$ cat config.mk
export PLATFORM = sky130hd
export DESIGN_NAME = cdr_trigger_arm_controller
export DESIGN_NICKNAME = d
export VERILOG_FILES = /design/src/rtl/cdr_trigger_arm_controller.sv
export SDC_FILE = /design/constraint.sdc
export NUM_CORES = 1
export LEC_CHECK = 0
export CAP_MARGIN = 0
export CORE_ASPECT_RATIO = 1.4
export CORE_MARGIN = 5
export CORE_UTILIZATION = 53
export CTS_BUF_LIST = sky130_fd_sc_hd__clkbuf_16
export DETAILED_ROUTE_END_ITERATION = 6
export GPL_ROUTABILITY_DRIVEN = 0
export PLACE_DENSITY = 0.91
export SKIP_CTS_REPAIR_TIMING = 1
export SLEW_MARGIN = 20
export SYNTH_ARGS = -nofsm -noshare
export SYNTH_HDL_FRONTEND = slang
export SYNTH_SLANG_ARGS = --single-unit
$ cat constraint.sdc
create_clock -name rx_clk -period 3.2 [get_ports rx_clk]
set_clock_uncertainty 0.1 [all_clocks]
set_input_delay 0.48 -clock rx_clk [delete_from_list [all_inputs] [get_ports rx_clk]]
set_output_delay 0.48 -clock rx_clk [all_outputs]
set_load 0.005 [all_outputs]
$ cat src/rtl/cdr_trigger_arm_controller.sv
// cdr_trigger_arm_controller: selects the CDR trigger source by mode, qualifies it on symbol lock,
// and sequences arm / single-shot / auto-rearm with holdoff while counting triggers.
module cdr_trigger_arm_controller #(
    parameter int LOCK_QUAL_CYCLES = 256,
    parameter int HOLDOFF_WIDTH = 16,
    parameter int COUNT_WIDTH = 32
) (
    input  logic                     rx_clk,
    input  logic                     rst,
    input  logic [7:0]               cfg_mode,
    input  logic                     cfg_arm,
    input  logic                     cfg_disarm,
    input  logic                     cfg_single,
    input  logic [HOLDOFF_WIDTH-1:0] cfg_holdoff,
    input  logic                     cfg_count_clear,
    input  logic                     lock_8b10b,
    input  logic                     lock_64b66b,
    input  logic                     hit_8b10b_match,
    input  logic                     hit_8b10b_disperr,
    input  logic                     hit_64b66b_match,
    input  logic                     hit_64b66b_invalid,
    output logic                     trig_out,
    output logic [2:0]               state,
    output logic                     armed,
    output logic                     lock_lost,
    output logic                     mode_err,
    output logic [COUNT_WIDTH-1:0]   trig_count
);
    localparam int QW = $clog2(LOCK_QUAL_CYCLES + 1);
    typedef enum logic [2:0] {IDLE = 3'd0, QUALIFY = 3'd1, ARMED = 3'd2, HOLDOFF = 3'd3, DONE = 3'd4} state_t;
    state_t state_q, state_nxt;
    logic [1:0] sel_q;
    logic single_q;
    logic [HOLDOFF_WIDTH-1:0] holdoff_q, hold_cnt;
    logic [QW-1:0] qual_cnt;
    logic mode_ok, arm_ok, arm_bad, sel_lock, sel_hit, qual_done, fire, lost;
    assign mode_ok = cfg_mode inside {8'h00, 8'h01, 8'h80, 8'h81};
    assign arm_ok = cfg_arm && !cfg_disarm && mode_ok;
    assign arm_bad = cfg_arm && !cfg_disarm && !mode_ok;
    // Only mode bits 7 (line code) and 0 (event kind) distinguish the four valid modes
    assign sel_lock = sel_q[1] ? lock_64b66b : lock_8b10b;
    assign sel_hit = sel_q[1] ? (sel_q[0] ? hit_64b66b_invalid : hit_64b66b_match)
                              : (sel_q[0] ? hit_8b10b_disperr : hit_8b10b_match);
    assign qual_done = qual_cnt == QW'(LOCK_QUAL_CYCLES - 1);
    always_ff @(posedge rx_clk or posedge rst) begin
        if (rst)
            state_q <= IDLE;
        else
            state_q <= state_nxt;
    end
    always_comb begin
        state_nxt = state_q;
        fire = 1'b0;
        lost = 1'b0;
        if (cfg_disarm)
            state_nxt = IDLE;
        else if (cfg_arm)
            state_nxt = mode_ok ? QUALIFY : state_q;
        else
            case (state_q)
                QUALIFY: state_nxt = (sel_lock && qual_done) ? ARMED : QUALIFY;
                ARMED, HOLDOFF: begin
                    lost = !sel_lock;
                    fire = sel_lock && sel_hit && state_q == ARMED;
                    if (lost)
                        state_nxt = QUALIFY;
                    else if (fire)
                        state_nxt = single_q ? DONE : (holdoff_q == '0 ? ARMED : HOLDOFF);
                    else if (state_q == HOLDOFF && hold_cnt == HOLDOFF_WIDTH'(1))
                        state_nxt = ARMED;
                end
                default: ;
            endcase
    end
    always_comb begin
        state = state_q;
        armed = state_q == ARMED;
    end
    always_ff @(posedge rx_clk or posedge rst) begin
        if (rst) begin
            sel_q <= '0;
            single_q <= 1'b0;
            holdoff_q <= '0;
            qual_cnt <= '0;
            hold_cnt <= '0;
            trig_out <= 1'b0;
            trig_count <= '0;
            lock_lost <= 1'b0;
            mode_err <= 1'b0;
        end else begin
            if (arm_ok) begin
                sel_q <= {cfg_mode[7], cfg_mode[0]};
                single_q <= cfg_single;
                holdoff_q <= cfg_holdoff;
            end
            qual_cnt <= arm_bad ? qual_cnt
                      : (!cfg_disarm && !cfg_arm && state_q == QUALIFY && sel_lock && !qual_done) ? qual_cnt + 1'b1 : '0;
            hold_cnt <= fire ? holdoff_q : (state_q == HOLDOFF ? hold_cnt - 1'b1 : hold_cnt);
            trig_out <= fire;
            trig_count <= cfg_count_clear ? COUNT_WIDTH'(fire)
                        : (fire && !(&trig_count)) ? trig_count + 1'b1 : trig_count;
            lock_lost <= arm_ok ? 1'b0 : (lock_lost | lost);
            mode_err <= arm_ok ? 1'b0 : (mode_err | arm_bad);
        end
    end
endmodule

==> impl_metrics.toml <==
[worst_setup_path]
cp_top_family = "simple AND/OR/NAND/NOR gates"
critical_path.max_fanout = 4
crit_chain = "ha_1 > nand2_1 > nor2_1 > and3_1 > ha_1 > or4b_2 > nor4_1 > nor2_1 > nor2_1"
worst-setup-path-type = "register to register"
worstRegToRegCells = 9
end_kind = "register"
critPathArrivalTime_ns = 2.93
cp_num_buf_inv = 0
worstReg2RegStart = "qual_cnt[0]$_DFFE_PP0N_"
cp_common_cell = "nor2_1"
cp_slowest_cell = "or4b_2"
rr_endpoint = "qual_cnt[7]$_DFFE_PP0N_"
critPathRequiredTime_ns = 3.36
reg2reg_slack_ns = 0.43
cp-start-kind = "register"
slowest_delay_ns = 0.62

[power]
p_int_mw = 1.67
p_sw_mw = 0.509
powerDensity_nw_per_um2 = 398
ir_drop_uv = 277
p_comb_frac = 0.081
p_sw_frac = 0.233
p_total_mw = 2.18
leakagePower_nw = 2.15
pwr-share-seq = 0.506
clkPwrFrac = 0.413

[synth]
synth.top_cell.area_share = 0.465
postSynthAreaPerCell_um2 = 9.69
yosys-top-cells-count = "82 x dfrtp_1, 40 x nor2_1, 38 x nand2_1"
ys_async_sr_fraction = 1.00
syn_area_um2 = 4410
ys_warn_count = 0
syn-num-nets = 496
synth_top_area_cell = "dfrtp_1"
synth_edf_count = 0
synthTopCellsByArea = "dfrtp_1 47%, mux2_2 5.1%, or4_1 4.6%"
yosysUniqueCellTypes = 57
ys.flop_type = "dfrtp_1"
yosysMostFrequentCell = "dfrtp_1"
synth_seq_cells = 82
yosysSeqAreaShare = 0.465
synthCells = 455

[global_route]
grt_max_degree = 49
antenna_found_initial = 0
grt_pass1_vias = 3888
grt_pass1_wl_um = 18100
track_usage = 0.214
grt.overflow.total = 0

[detailed_routing]
vias = 3931
drc = 0
routed_wl_um = 10500
avgViaCountPerCell = 6.24
ant_nets = 0
drt_iter0_markers = 251
post_drt_wl_per_cell_um = 16.6
first_pass_iters = 5

[hold_path]
hold_path_class = "register to register"
holdPathEnd = "qual_cnt[8]$_DFFE_PP0N_"
hold_depth = 2
hp-start = "qual_cnt[8]$_DFFE_PP0N_"

[clock_network]
cts-buffers-inserted = 9
h-tree-depth = 3
cts_tree = "built"
ctsLongestPathBuffers = 2
cts_sinks = 82
cts-root-buf = "clkbuf_16"
clk_transition_reported_paths_ns = 0.06
clk_latency_ns = 0.34

[flow_run]
max-cap-violations = 0

[sta]
worst_slack_ns = 0.425
worstMarginPinSlew_ns = 0.788
hold_viol = 0
max_freq_mhz = 360
drv_slew = 0
period_needed_ns = 2.77
min_period_over_period = 0.867
maxSlewHeadroom = 0.473
tns_ns = 0
grt_setup_unrepaired = "no"
setup_viol = 0

[floorplan]
start_util = 0.541
core_um2 = 8150
die_y_um = 118
ios = 75
placementRows = 39
die_w_um = 87.1
die_area_um2 = 10300

[layout]
insertedDiodeCount = 0
final_nets = 564
areaGrowthSynthToFinish_pct = 24.3
drive_gt1_frac = 0.0909
fillers = 636

[placed_design]
numPortBuffers = 74
pre_cts_slack_ns = 0.234
hpwl_um = 7480

[run_status]
status = "finished, final reports clean"
state kept, by name (all words and copies together) (netlist names), named ones only:
| signal | cells |
|---|---|
| single_q | 1 |
| hold_cnt | 16 |
| sel_q | 2 |
| trig_count | 32 |
| holdoff_q | 16 |
| lock_lost | 1 |
| state | 3 |
| qual_cnt | 9 |
| trig_out | 1 |
power by group through the flow:
stage / clock network [mW] / logic (mW) / registers [mW]
5_1_grt: 0.943 / 0.196 / 1.11
2_1_floorplan: 0 / 0.0997 / 1.11
3_5_place_dp: 0 / 0.177 / 1.12
6_report: 0.900 / 0.176 / 1.10
3_3_place_gp: 0 / 0.170 / 1.12
4_1_cts: 0.906 / 0.179 / 1.10
metal layers:
layer  global-route usage  part of all wire  up-vias
met1                0.265              0.39     1916
met4                0.110             0.034        0
li1                     -                 -     1849
met5                    0                 0        -
met3               0.0210             0.049       28
met2                0.364              0.53      138
layout by cell type, fill, tap and decap left out, types with 15 or more instances in the layout:
cell type,instances
inv_1,15
clkdlybuf4s50_1,74
nand3_1,21
nand2_1,38
mux2_2,20
o21ai_0,16
o31ai_1,23
or4_1,27
dfrtp_1,82
nor2_1,40
a21oi_1,32
worst max path at each step:
stage,to,slack [ns],startpoint,cells past startpoint
after floorplan,asynchronous set/reset pin,0.51,rst,1
after global placement,trig_count[8]$_DFFE_PP0P_,0.31,lock_8b10b,6
after detailed placement,trig_count[12]$_DFFE_PP0P_,0.23,lock_8b10b,6
after CTS,qual_cnt[7]$_DFFE_PP0N_,0.43,qual_cnt[0]$_DFFE_PP0N_,9
after global routing,qual_cnt[3]$_DFFE_PP0N_,0.23,qual_cnt[0]$_DFFE_PP0N_,9
final,qual_cnt[7]$_DFFE_PP0N_,0.43,qual_cnt[0]$_DFFE_PP0N_,9
through the flow:
step	utilization	cell area, um^2	cells	hold WS (ns)
4_1_cts	0.673	5480	630	0.394
6_report	0.673	5480	630	0.388
2_1_floorplan	-	4410	455	0.350
5_1_grt	0.673	5480	630	0.415
3_3_place_gp	0.641	5230	614	0.367
3_5_place_dp	0.641	5230	614	0.381
kinds of logic after synthesis:
family	Yosys count	synth area share
AO/OA/AOI/OAI	95	0.143
flip-flops	82	0.465
XOR/XNOR	6	0.0119
AND/OR/NAND/NOR	201	0.254
multiplexers	29	0.0729
buffers and inverters	37	0.0383
adder cells (fa/ha/maj)	5	0.0142
layout make-up:
class	count	area (um^2)	area share
Sequential cell	82	2050	0.374
Clock buffer	9	225	0.0411
Clock inverter	7	30.0	0.00548
Tap cell	102	128	0.0233
Timing Repair Buffer	81	806	0.147
Multi-Input combinational cell	336	2190	0.400
Inverter	13	50.0	0.00913
worst min-delay path, delay by kind of cell (launching register included):
family             cells  cell delay, ns
and+or+nand+nor        1            0.04
DFF                    1            0.34
AOI/OAI and AO/OA      1            0.06
Note: power is estimated with default switching activity, not from simulation.
